`src/rtl/compute_accumulator_unit_pkg.sv`:
```
// Shared types for the compute accumulator unit: opcode encoding and FSM states.
package compute_pkg;

  typedef enum logic [2:0] {
    OP_AND  = 3'b000,
    OP_NAND = 3'b001,
    OP_NOR  = 3'b010,
    OP_XOR  = 3'b011,
    OP_OR   = 3'b100,
    OP_ADD  = 3'b101,
    OP_SUB  = 3'b110,
    OP_ROTL = 3'b111
  } opcode_e;

  typedef enum logic [1:0] {
    ST_IDLE  = 2'b00,
    ST_SHIFT = 2'b01,
    ST_HOLD  = 2'b10
  } state_e;

endpackage

```
`src/rtl/compute_accumulator_unit_if.sv`:
```
// Request/result bundle between a requester (master) and the accumulator unit (slave).
interface compute_accumulator_unit_if #(parameter int WIDTH = 4);

  logic             load;
  logic [WIDTH-1:0] x;
  logic [WIDTH-1:0] y;
  logic [2:0]       opcode;
  logic             req;
  logic [WIDTH-1:0] result;
  logic [WIDTH-1:0] acc;
  logic             done;
  logic             busy;
  logic             zero;
  logic             carry;

  modport master (
    output load, x, y, opcode, req,
    input  result, acc, done, busy, zero, carry
  );

  modport slave (
    input  load, x, y, opcode, req,
    output result, acc, done, busy, zero, carry
  );

endinterface

```
`src/rtl/compute_accumulator_unit_alu_core.sv`:
```
// Combinational logic/arithmetic core; rotate is sequenced by the top level.
module compute_alu_core
  import compute_pkg::*;
#(
  parameter int WIDTH = 4
) (
  input  logic [WIDTH-1:0] acc,
  input  logic [WIDTH-1:0] y,
  input  opcode_e          opcode,
  output logic [WIDTH-1:0] value,
  output logic             carry
);

  logic [WIDTH:0] sum_s;
  logic [WIDTH:0] diff_s;

  // Top bit of the widened difference is set exactly when acc < y (borrow).
  assign sum_s  = {1'b0, acc} + {1'b0, y};
  assign diff_s = {1'b0, acc} - {1'b0, y};

  // Operation select.
  always_comb begin
    value = {WIDTH{1'b0}};
    carry = 1'b0;
    case (opcode)
      OP_AND:  value = acc & y;
      OP_NAND: value = ~(acc & y);
      OP_NOR:  value = ~(acc | y);
      OP_XOR:  value = acc ^ y;
      OP_OR:   value = acc | y;
      OP_ADD: begin
        value = sum_s[WIDTH-1:0];
        carry = sum_s[WIDTH];
      end
      OP_SUB: begin
        value = diff_s[WIDTH-1:0];
        carry = diff_s[WIDTH];
      end
      default: begin
        value = {WIDTH{1'b0}};
        carry = 1'b0;
      end
    endcase
  end

endmodule

```
`src/rtl/compute_accumulator_unit.sv`:
```
// Accumulator ALU: req/done handshake, commit on req drop, multi-cycle rotate with abort.
module compute_accumulator_unit
  import compute_pkg::*;
#(
  parameter int WIDTH = 4
) (
  input  logic                        clk,
  input  logic                        reset,
  compute_accumulator_unit_if.slave   bus
);

  localparam int SHAMT_W = $clog2(WIDTH);

  state_e             state_r;
  state_e             state_nxt_s;
  logic [WIDTH-1:0]   acc_r;
  logic [WIDTH-1:0]   acc_nxt_s;
  logic [WIDTH-1:0]   result_r;
  logic [WIDTH-1:0]   result_nxt_s;
  logic               zero_r;
  logic               zero_nxt_s;
  logic               carry_r;
  logic               carry_nxt_s;
  logic               done_r;
  logic               busy_r;
  logic [SHAMT_W-1:0] count_r;
  logic [SHAMT_W-1:0] count_nxt_s;
  logic [SHAMT_W-1:0] amount_s;
  logic [WIDTH-1:0]   alu_value_s;
  logic               alu_carry_s;
  opcode_e            opcode_s;

  function automatic logic [WIDTH-1:0] rotl1(input logic [WIDTH-1:0] v);
    return {v[WIDTH-2:0], v[WIDTH-1]};
  endfunction

  assign opcode_s = opcode_e'(bus.opcode);
  assign amount_s = bus.y[SHAMT_W-1:0];

  compute_alu_core #(.WIDTH(WIDTH)) u_alu (
    .acc    (acc_r),
    .y      (bus.y),
    .opcode (opcode_s),
    .value  (alu_value_s),
    .carry  (alu_carry_s)
  );

  // Next-state and datapath update. The first rotate step happens on the
  // request edge, so a rotate by k finishes after k edges in total; count_r
  // holds the steps still outstanding once in SHIFT.
  always_comb begin
    state_nxt_s  = state_r;
    acc_nxt_s    = acc_r;
    result_nxt_s = result_r;
    zero_nxt_s   = zero_r;
    carry_nxt_s  = carry_r;
    count_nxt_s  = count_r;
    case (state_r)
      ST_IDLE: begin
        if (bus.load) begin
          acc_nxt_s    = bus.x;
          result_nxt_s = bus.x;
          zero_nxt_s   = (bus.x == {WIDTH{1'b0}});
          carry_nxt_s  = 1'b0;
          state_nxt_s  = ST_IDLE;
        end else if (bus.req) begin
          if (opcode_s != OP_ROTL) begin
            result_nxt_s = alu_value_s;
            carry_nxt_s  = alu_carry_s;
            zero_nxt_s   = (alu_value_s == {WIDTH{1'b0}});
            state_nxt_s  = ST_HOLD;
          end else if (amount_s == {SHAMT_W{1'b0}}) begin
            result_nxt_s = acc_r;
            carry_nxt_s  = 1'b0;
            zero_nxt_s   = (acc_r == {WIDTH{1'b0}});
            state_nxt_s  = ST_HOLD;
          end else begin
            result_nxt_s = rotl1(acc_r);
            carry_nxt_s  = 1'b0;
            zero_nxt_s   = (acc_r == {WIDTH{1'b0}});
            count_nxt_s  = amount_s - SHAMT_W'(1);
            if (amount_s == SHAMT_W'(1)) begin
              state_nxt_s = ST_HOLD;
            end else begin
              state_nxt_s = ST_SHIFT;
            end
          end
        end else begin
          state_nxt_s = ST_IDLE;
        end
      end
      ST_SHIFT: begin
        if (bus.req) begin
          result_nxt_s = rotl1(result_r);
          zero_nxt_s   = (result_r == {WIDTH{1'b0}});
          count_nxt_s  = count_r - SHAMT_W'(1);
          if (count_r == SHAMT_W'(1)) begin
            state_nxt_s = ST_HOLD;
          end else begin
            state_nxt_s = ST_SHIFT;
          end
        end else begin
          result_nxt_s = acc_r;
          zero_nxt_s   = (acc_r == {WIDTH{1'b0}});
          carry_nxt_s  = 1'b0;
          count_nxt_s  = {SHAMT_W{1'b0}};
          state_nxt_s  = ST_IDLE;
        end
      end
      ST_HOLD: begin
        if (bus.req) begin
          state_nxt_s = ST_HOLD;
        end else begin
          acc_nxt_s   = result_r;
          state_nxt_s = ST_IDLE;
        end
      end
      default: begin
        state_nxt_s = ST_IDLE;
      end
    endcase
  end

  // State and output registers.
  always_ff @(posedge clk or negedge reset) begin
    if (!reset) begin
      state_r  <= ST_IDLE;
      acc_r    <= {WIDTH{1'b0}};
      result_r <= {WIDTH{1'b0}};
      zero_r   <= 1'b0;
      carry_r  <= 1'b0;
      count_r  <= {SHAMT_W{1'b0}};
      done_r   <= 1'b0;
      busy_r   <= 1'b0;
    end else begin
      state_r  <= state_nxt_s;
      acc_r    <= acc_nxt_s;
      result_r <= result_nxt_s;
      zero_r   <= zero_nxt_s;
      carry_r  <= carry_nxt_s;
      count_r  <= count_nxt_s;
      done_r   <= (state_nxt_s == ST_HOLD);
      busy_r   <= (state_nxt_s == ST_SHIFT);
    end
  end

  assign bus.result = result_r;
  assign bus.acc    = acc_r;
  assign bus.done   = done_r;
  assign bus.busy   = busy_r;
  assign bus.zero   = zero_r;
  assign bus.carry  = carry_r;

endmodule

```
`src/flat_wrapper.sv`:
```
// flat-port wrapper written by rule: the top's interface ports become plain ports
module compute_accumulator_unit_flat import compute_pkg::*;
#(
  parameter int WIDTH = 4
)
  (clk, reset, bus_load, bus_x, bus_y, bus_opcode, bus_req, bus_result, bus_acc, bus_done, bus_busy, bus_zero, bus_carry);
  compute_accumulator_unit_if #(.WIDTH(WIDTH)) bus_i ();
  input  logic clk;
  input  logic reset;
  input wire logic [$bits(bus_i.load)-1:0] bus_load;
  input wire logic [$bits(bus_i.x)-1:0] bus_x;
  input wire logic [$bits(bus_i.y)-1:0] bus_y;
  input wire logic [$bits(bus_i.opcode)-1:0] bus_opcode;
  input wire logic [$bits(bus_i.req)-1:0] bus_req;
  output wire logic [$bits(bus_i.result)-1:0] bus_result;
  output wire logic [$bits(bus_i.acc)-1:0] bus_acc;
  output wire logic [$bits(bus_i.done)-1:0] bus_done;
  output wire logic [$bits(bus_i.busy)-1:0] bus_busy;
  output wire logic [$bits(bus_i.zero)-1:0] bus_zero;
  output wire logic [$bits(bus_i.carry)-1:0] bus_carry;
  assign bus_i.load = bus_load;
  assign bus_i.x = bus_x;
  assign bus_i.y = bus_y;
  assign bus_i.opcode = bus_opcode;
  assign bus_i.req = bus_req;
  assign bus_result = bus_i.result;
  assign bus_acc = bus_i.acc;
  assign bus_done = bus_i.done;
  assign bus_busy = bus_i.busy;
  assign bus_zero = bus_i.zero;
  assign bus_carry = bus_i.carry;
  compute_accumulator_unit #(.WIDTH(WIDTH)) u_core (.clk(clk), .reset(reset), .bus(bus_i));
endmodule
```
`config.mk`:
```
export PLATFORM = sky130hd
export DESIGN_NAME = compute_accumulator_unit_flat
export DESIGN_NICKNAME = d
export VERILOG_FILES = /design/src/rtl/compute_accumulator_unit_pkg.sv /design/src/rtl/compute_accumulator_unit_if.sv /design/src/rtl/compute_accumulator_unit_alu_core.sv /design/src/rtl/compute_accumulator_unit.sv /design/src/flat_wrapper.sv
export SDC_FILE = /design/constraint.sdc
export NUM_CORES = 1
export LEC_CHECK = 0
export ABC_CLOCK_PERIOD_IN_PS = 3600
export BUFFER_PORTS_ARGS = -buffer_cell sky130_fd_sc_hd__buf_2
export CORE_MARGIN = 3
export CORE_UTILIZATION = 50
export CTS_BUF_LIST = sky130_fd_sc_hd__clkbuf_8
export DETAILED_ROUTE_END_ITERATION = 8
export MAX_ROUTING_LAYER = met4
export PLACE_DENSITY_LB_ADDON = 0.15
export SYNTH_ARGS = -nofsm -noshare
export SYNTH_HDL_FRONTEND = slang
export SYNTH_HIERARCHICAL = 1
export SYNTH_SLANG_ARGS = --single-unit
```
`constraint.sdc`:
```
create_clock -name clk -period 3.6 [get_ports clk]
set_input_delay 0.18 -clock clk [delete_from_list [all_inputs] [get_ports clk]]
set_output_delay 0.18 -clock clk [all_outputs]
set_load 0.01 [all_outputs]
```
# Word level (Yosys, flattened, before mapping)
# Cells that the tools add are included.
word_totals:
  reg_bits: 16
  in_bits: 15
  word_cells: 87
op_classes:
  n_addsub: 4
  eq_ne: 21
  muxes: 36
  bitwise_logic: 5
  n_reduce_logical: 13
ops:
  columns: ["op", "n"]
  rows:
  - ["4-bit two-way mux", 7]
  - ["4-bit case mux with 7 select lines", 1]
  - ["2-bit two-way mux", 13]
  - ["4-bit logical NOT", 4]
  - ["4-bit case mux with 2 select lines", 2]
  - ["2-bit inequality test, second input constant", 7]
  - ["3-bit equality test, second input constant", 3]
  - ["2-bit by 1-bit equality test with 1-bit output, second input constant", 4]
  - ["1-bit two-way mux", 8]
  - ["4-bit inverter", 2]
  - ["3-bit by 2-bit equality test with 1-bit output, second input constant", 2]
  - ["3-bit inequality test, second input constant", 2]
  - ["1-bit case mux with 2 select lines", 3]
  - ["2-bit case mux with 3 select lines", 1]
  - ["3-bit AND reduction", 2]
  - ["4-bit by 4-bit adder with 5-bit output", 1]
  - ["5-bit AND reduction", 1]
  - ["4-bit by 4-bit subtractor with 5-bit output", 1]
  - ["4-bit bitwise AND", 1]
  - ["2-bit equality test, second input constant", 2]
  - ["2-bit logical NOT", 2]
  - ["4-bit OR", 1]
  - ["2-bit case mux with 2 select lines", 1]
  - ["2-bit nonzero test", 2]
  - ["other kinds (5)", 6]

# Depth between registers and ports, before layout
# Gate-level depths: netlist (run 1).
logic_depth:
  word_depth: 8
  ltp_mapped: 11

# By module
# The synthesis (run 1) kept the hierarchy.
modules_own_cells:
  columns: ["mod", "instances", "cells_each", "area_each_um2"]
  rows:
  - ["compute_accumulator_unit", 1, 123, 1079.8]
  - ["compute_alu_core", 1, 77, 630.6]

# Worst setup path after synthesis (run 1)
# No wires, ideal clock.
synth_timing:
  path_kind: "reg2reg"
  startpoint: "register u_core.acc_r[0] (netlist: u_core/bus.acc[0])"
  endpoint: "register u_core.zero_r (netlist: u_core/bus.zero)"
  setup_ns: 0.065
  t_arrival_ns: 2.200
  t_required_ns: 3.535
  slack_ns: 1.335
  path_stages_with_launch: 11
  n_path_buf: 0
  synth_period_minus_slack_ns: 2.265
  path_cell_list: "dfrtp_1 ha_1 fa_1 xnor2_1 a211oi_2 a21oi_1 a21oi_1 nor4_1 nand2_1 a21oi_1 o221a_2"
synth_lines:
  columns: ["item", "line_no", "source"]
  rows:
  - ["start: declaration", "compute_accumulator_unit.sv:16", "logic [WIDTH-1:0] acc_r;"]
  - ["start signal: assignment", "compute_accumulator_unit.sv:128", "acc_r <= {WIDTH{1'b0}};"]
  - ["start signal: assignment", "compute_accumulator_unit.sv:137", "acc_r <= acc_nxt_s;"]
  - ["4-bit by 4-bit subtractor with 5-bit output / 4-bit by 4-bit adder with 5-bit output (equally long branches)", "compute_accumulator_unit_alu_core.sv:19, compute_accumulator_unit_alu_core.sv:18", null]
  - ["4-bit case mux with 7 select lines (*)", "compute_accumulator_unit_alu_core.sv:25", "case (opcode)"]
  - ["net u_core.alu_value_s[2]", "compute_accumulator_unit.sv:29", "logic [WIDTH-1:0] alu_value_s;"]
  - ["4-bit logical NOT (*)", "compute_accumulator_unit.sv:70", "zero_nxt_s = (alu_value_s == {WIDTH{1'b0}});"]
  - ["1-bit two-way mux (*)", "compute_accumulator_unit.sv:67", "if (opcode_s != OP_ROTL) begin"]
  - ["1-bit two-way mux (*)", "compute_accumulator_unit.sv:66", "end else if (bus.req) begin"]
  - ["1-bit two-way mux (*)", "compute_accumulator_unit.sv:60", "if (bus.load) begin"]
  - ["1-bit case mux with 2 select lines (*)", "compute_accumulator_unit.sv:58", "case (state_r)"]
  - ["end signal: assignment", "compute_accumulator_unit.sv:139", "zero_r <= zero_nxt_s;"]
  - ["end: declaration", "compute_accumulator_unit.sv:20", "logic zero_r;"]
# Mark *: on every way through the listed nets, which the timed path passes. The rest lies on a longest branch. The select of a mux whose other input is x is not followed.
# A chain may end at the register's enable or synchronous reset.

# Final worst setup path (run 1)
layout_timing:
  startpoint: "register u_core.acc_r[1] (netlist: u_core/bus.acc[1])"
  endpoint: "register u_core.zero_r (netlist: u_core/bus.zero)"
# Same word-level chain as after synthesis.

==> results of run 1 <==
==> timing repair <==
action                    4_1_cts  5_1_grt
hold buffers                    1        0
resized for setup               0        0
hold endpoints to repair       16        0
==> how the worst min path moves through the flow <==
stage	startpoint	cells past startpoint	end
after floorplan	reset	0	u_core/bus.acc[0]
after global placement	reset	1	u_core/count_r[0]
after detailed placement	reset	1	u_core/count_r[0]
after CTS	bus_x[1]	3	u_core/bus.acc[1]
after global routing	bus_x[3]	3	u_core/bus.acc[3]
final	bus_x[1]	3	u_core/bus.acc[1]
==> worst max-delay path, delay by kind of cell, from the launching register on <==
kind                       cells  cell delay (ns)
AOI/OAI and AO/OA              6             1.19
DFF                            1             0.54
adders and majority gates      1             0.32
and+or+nand+nor                2             0.25
buffers and inverters          1             0.14
==> synthesized netlist by cell type (2+ instances only) <==
master	count	area share, %
nand2_1	16	3.5
mux2i_1	13	7.6
nor2_1	15	3.3
nor4_1	3	1.1
nand2b_1	3	1.1
mux2_2	2	1.3
buf_4	2	0.88
nand3_1	3	0.88
o21bai_1	2	0.88
a21oi_2	2	1.0
o21ai_0	9	2.6
a21oi_1	17	5.0
xnor2_1	2	1.0
a211o_1	2	1.0
o311ai_0	2	1.0
o21ai_1	2	0.59
inv_1	14	3.1
a211oi_1	5	2.2
dfrtp_1	16	23
nor2b_1	6	2.2
a31oi_1	4	1.5
and2b_1	3	1.3
inv_2	2	0.44
buf_6	2	1.3
fa_1	2	2.3
nor3_1	4	1.2
buf_2	5	1.5
ha_1	15	11
a211oi_2	2	1.5
==> routing by layer <==
| metal | global-route usage (%) | part of all wire (%) | vias to the layer above |
|---|---|---|---|
| li1 | - | - | 757 |
| met1 | 28.48 | 47 | 733 |
| met2 | 29.90 | 46 | 56 |
| met3 | 4.159 | 6.5 | 6 |
| met4 | 3.958 | 0.71 | 0 |
| met5 | - | 0 | - |
==> cells by family after synthesis <==
logic type / Yosys count / synth area share, %
AOI/OAI and AO/OA: 57 / 23.04
xor gates and xnor gates: 2 / 1.024
adders and majority gates: 17 / 13.31
DFF: 16 / 23.41
muxes: 17 / 11.12
and+or+nand+nor: 63 / 19.53
buffers and inverters: 28 / 8.558
==> per-stage QoR <==
| stage | util [%] | cell area, um2 | worst slack [ns] |
|---|---|---|---|
| floorplan | - | 1710 | 1.335 |
| global placement | 57.38 | 1809 | 1.211 |
| detailed placement | 57.38 | 1809 | 1.140 |
| CTS | 59.44 | 1874 | 1.116 |
| global route | 59.44 | 1874 | 0.7910 |
| finish | 59.44 | 1874 | 1.092 |
==> where the power goes <==
part | switching [W] | leakage, nW | internal [W]
clock | 0.0000615 | 0.0288 | 0.0000970
combinational | 0.000170 | 0.668 | 0.000142
sequential | 0.0000472 | 0.192 | 0.000210
total | 0.000279 | 0.888 | 0.000450
==> cell type report <==
type | instances | area [um2]
tap | 44 | 55.05
timing repair buffer | 27 | 140.1
multi-input combinational | 156 | 1164
sequential | 16 | 400.4
fill | 307 | 1279
clock buffer | 4 | 55.05
inverter | 16 | 60.06
==> state kept, by name, indices dropped and copies added (netlist names) <==
name	flops
u_core/count_r	2
u_core/bus.result	4
u_core/bus.zero	1
u_core/bus.acc	4
u_core/bus.done	1
u_core/bus.carry	1
u_core/state_r	2
u_core/bus.busy	1
==> results.toml, run 1 <==
[run_status]
status = "finished clean"

[clock_tree]
post_cts_buffers = 0
cts_root_buf = "clkbuf_8"
cts_buffer_depth = 2
cts_max_level = 1
cts_buffers = 3
cts_tree = "built"
clock_latency_ns = 0.25
cts.sink_count = 16
clk_pin_slew_ns = 0.06

[sta]
fmax_mhz = 398.7
report.final.hold_viol_count = 0
max_slew_margin_pct = 70.89
finalSetupViolCount = 0
hold_ws_ns = 0.2722
post-route-period-util_pct = 69.67
period_minus_slack_ns = 2.508
finClkSkew_ns = 0.002189
slew_viol_final = 0
rsz0062_at_grt = "no"
setup-tns-final_ns = 0
worstMarginPinSlew_ns = 0.4367

[worst_setup_path]
worstSetupStartpoint = "u_core/bus.acc[1]"
crit_arrival_ns = 2.70
cp.required_ns = 3.79
worst_r2r_path_depth = 10
cp-start-kind = "flop"
critPathMaxFanout = 10
r2r_slack_ns = 1.09
worstSetupEndpoint = "u_core/bus.zero"
criticalPathCategory = "flop to flop"
r2r_start = "u_core/bus.acc[1]"
crit_path_end_kind = "flop"
crit_slowest_cell = "dfrtp_1"
path_cells = "inv_1 > ha_1 > o21bai_1 > a211oi_2 > a311oi_1 > o221ai_2 > nor4_1 > nand2_1 > a21oi_1 > o221a_2"
rr_endpoint = "u_core/bus.zero"
max_stage_delay_ns = 0.54

[die]
die_y_um = 64.49
start_util_pct = 54.25
rows = 20
die-width_um = 64.49
core_area_mm2 = 0.003153
die-area_mm2 = 0.004158
pin_count = 27

[final_layout]
syn2layout_area_growth_pct = 9.583
layout.cells.non_filler = 263
drive_gt1_share_pct = 21.92
mostFrequentLayoutCells = "buf_2 (26), a21oi_1 (17), nand2_1 (16), dfrtp_1 (16)"
final_common_cell = "buf_2"
diodes = 0
final_nets = 252

[route]
vias = 1552
wl_um = 3948
drt_first_pass_iters = 4
drtIter0Drc = 69
wl_per_cell_um = 15.01
ant_nets = 0
drcViolationCount = 0
via_per_inst = 5.901

[logic_synthesis]
syn-mean-instance-area_um2 = 8.552
syn_area_mm2 = 0.001710
synthCells = 200
synth_edf_count = 0
ys_async_sr_fraction_pct = 100.0
ys_ff_latch = 16
ys.warnings.count = 6
synth_cell_types = 54
synthesis.nets = 232
synth_seq_area_share_pct = 23.41
synthFlopType = "dfrtp_1"

[worst_hold_path]
hold_path.class = "input port to flop"

[power_and_ir_drop]
total_leakage_power_nw = 0.8883
p_per_area_mw_per_mm2 = 388.7
irDropWorstVdd_mv = 0.1860
power_w = 0.0007285

[placed_design]
numPortBuffers = 26
hpwl_um = 3032
gp_congestion = 0.8894
dp.cells = 258

[global_route]
grt.total_usage_pct = 20.10
gr-total-overflow = 0
grt_pass1_vias = 1418
grt_antenna_before_repair = 0
grt_max_degree = 24
grt_pass1_wl_um = 6506

[job]
maxCapViolations = 0
(Power assumes the default switching activity.)
==> inputs of run 2 (changes only) <==
--- a/config.mk
+++ b/config.mk
@@ -5,7 +5,8 @@
 export SDC_FILE = /design/constraint.sdc
 export NUM_CORES = 1
 export LEC_CHECK = 0
-export ABC_CLOCK_PERIOD_IN_PS = 3600
+export ABC_AREA = 1
+export ABC_CLOCK_PERIOD_IN_PS = 2300
 export BUFFER_PORTS_ARGS = -buffer_cell sky130_fd_sc_hd__buf_2
 export CORE_MARGIN = 3
 export CORE_UTILIZATION = 50
==> constraint.sdc (replaced) <==
create_clock -name clk -period 2.3 [get_ports clk]
set_input_delay 0.115 -clock clk [delete_from_list [all_inputs] [get_ports clk]]
set_output_delay 0.115 -clock clk [all_outputs]
set_load 0.01 [all_outputs]
==> run 2 against run 1 <==
Net effect:
- sequential power rose by 53%
- core utilization is 2.0 points higher
- critical path depth rose by 5
- first-iteration DRC count increased by 120%
- maximum frequency grew 22%
- worst setup slack worse by 0.84 ns
- cell count increased by 34%
- largest cell class unchanged
==> results.toml, run 2 <==
[run_status]
status = "finished clean"

[sta]
report.final.hold_viol_count = 0
fmax_mhz = 487.9
max_slew_margin_pct = 63.08
setup_slack_ns = 0.2502
post-route-period-util_pct = 89.12
setup-tns-final_ns = 0
finClkSkew_ns = 0.002955
slew_viol_final = 0
finalSetupViolCount = 0
period_minus_slack_ns = 2.050
rsz0062_at_grt = "no"
worstMarginPinSlew_ns = 0.5517

[route]
wl_um = 4166
ant_nets = 0
wl_per_cell_um = 11.84
drtIter0Drc = 155
drt_first_pass_iters = 4
drcViolationCount = 0
vias = 1818
via_per_inst = 5.165

[worst_setup_path]
path_cells = "ha_1 > fa_1 > nor2_1 > nor2_1 > nand2_1 > nand2_1 > nor2_1 > nand2_1 > nor2_1 > nand2_1 > nand2_1 > nand3_1 > nand2_1 > nand2_1 > nand2_1"
critPathMaxFanout = 7
cp-start-kind = "flop"
max_stage_delay_ns = 0.44
worst_r2r_path_depth = 15
rr_endpoint = "u_core/bus.zero"
crit_path_end_kind = "flop"
crit_top_cell = "nand2_1"
worstSetupStartpoint = "u_core/bus.acc[0]"
worstSetupEndpoint = "u_core/bus.zero"
criticalPathCategory = "flop to flop"
r2r_start = "u_core/bus.acc[0]"
cp.required_ns = 2.50
r2r_slack_ns = 0.25
crit_slowest_cell = "dfrtp_2"
crit_arrival_ns = 2.25

[logic_synthesis]
synthFlopType = "dfrtp_1"
synth.most_common_cell = "nand2_1"
synthesis.nets = 313
syn_area_mm2 = 0.001729
synth_common_cells = "nand2_1 (83), inv_1 (41), nor2_1 (33)"
ys_ff_latch = 16
synth_cell_types = 26
synth_compound_area_share_pct = 13.46
syn-mean-instance-area_um2 = 6.154
synthCells = 281
synth_mux_area_share_pct = 0
synth_area_leader_cell = "dfrtp_1"
synth_fa_ha_area_share_pct = 13.17
synth_seq_area_share_pct = 23.15
synthTopCellsByArea = "dfrtp_1 (23%), nand2_1 (18%), ha_1 (11%)"
ys.warnings.count = 6
ys_async_sr_fraction_pct = 100.0
synth_edf_count = 0
synth_top_family_by_area = "simple AND/OR/NAND/NOR gates"
synth_xor_area_share_pct = 0
synthSimpleGateAreaFrac_pct = 37.55
synth_top_area_share_pct = 23.15

[clock_tree]
cts_tree = "built"
post_cts_buffers = 0
cts_buffer_depth = 2
cts_root_buf = "clkbuf_8"
cts_buffers = 3
cts.sink_count = 16
cts_max_level = 1
clk_pin_slew_ns = 0.07
clock_latency_ns = 0.25

[global_route]
gr-total-overflow = 0
grt_max_degree = 17
grt_pass1_wl_um = 7120
grt_pass1_vias = 1555
grt.total_usage_pct = 21.74
grt_antenna_before_repair = 0

[placed_design]
numPortBuffers = 26
place_area_mm2 = 0.001879
dp_slack_ns = 0.1760
dp.cells = 347
hpwl_um = 3304
gp_congestion = 0.9099

[final_layout]
drive_gt1_share_pct = 15.26
mostFrequentLayoutCells = "nand2_1 (83), inv_1 (41), nor2_1 (32)"
final_common_cell = "nand2_1"
layout.cells.non_filler = 352
final_nets = 341
fillers = 323
diodes = 0
syn2layout_area_growth_pct = 12.88
final_area_mm2 = 0.001952

[die]
rows = 20
die-area_mm2 = 0.004200
core_area_mm2 = 0.003178
die_y_um = 64.81
pin_count = 27
die-width_um = 64.81
start_util_pct = 54.41

[power_and_ir_drop]
total_leakage_power_nw = 1.104
p_per_area_mw_per_mm2 = 601.3
irDropWorstVdd_mv = 0.4876
power_w = 0.001174

[job]
maxCapViolations = 0

[worst_hold_path]
hold_path.class = "input port to flop"
==> run 2: critical path, delay by kind of cell (launching register included) <==
family	cells	cell delay [ns]
fa+ha+maj	2	0.62
simple gates	13	0.89
flops	1	0.44
==> run 2: metal layers <==
| layer | vias up | routed length, um | global-route usage (%) | share of wire [%] |
|---|---|---|---|---|
| li1 | 952 | - | - | - |
| met1 | 812 | 2109 | 32.69 | 51 |
| met2 | 52 | 1836 | 31.42 | 44 |
| met3 | 2 | 209 | 4.159 | 5.0 |
| met4 | 0 | 11 | 1.583 | 0.26 |
| met5 | - | 0 | - | 0 |
==> run 2: cells by family after synthesis <==
| group | Yosys count |
|---|---|
| AO/OA/AOI/OAI | 42 |
| adder cells (fa/ha/maj) | 17 |
| AND/OR/NAND/NOR | 154 |
| flip-flops | 16 |
| buffers and inverters | 52 |
==> run 2: worst min-delay path by stage <==
stage | startpoint | cells after the start | slack, ns | end
CTS | bus_x[1] | 5 | 0.20 | u_core/bus.result[1]
detailed placement | reset | 1 | 0.06 | u_core/bus.carry
floorplan | reset | 0 | -0.18 | u_core/bus.acc[0]
global route | bus_x[1] | 5 | 0.23 | u_core/bus.result[1]
finish | bus_x[1] | 5 | 0.21 | u_core/bus.result[1]
global placement | reset | 1 | 0.06 | u_core/bus.carry
==> run 2: stage by stage <==
stage | hold WS, ns | util, %
3_5_place_dp | 0.05856 | 59.13
6_report | 0.2051 | 61.42
3_3_place_gp | 0.05764 | 59.13
2_1_floorplan | -0.1806 | -
4_1_cts | 0.1986 | 61.18
5_1_grt | 0.2290 | 61.42
==> run 2: final cells by class <==
cell class              count  area (um2)  share of cell area, %
multi-input cells         213        1115                  57.12
flip-flops and latches     16       402.9                  20.64
inverters                  47       176.4                  9.038
repair buffers             28       147.6                  7.564
clock buffers               4       55.05                  2.821
well taps                  44       55.05                  2.821
==> run 2: timing repair <==
action                     4_1_cts  5_1_grt
hold endpoints to repair        16        0
resized for setup                0        4
setup endpoints to repair        0        1
hold buffers                     1        0
==> run 2: power breakdown <==
group	internal, W	switching [W]
Sequential	0.000334	0.0000598
Combinational	0.000197	0.000327
Clock	0.000152	0.000104
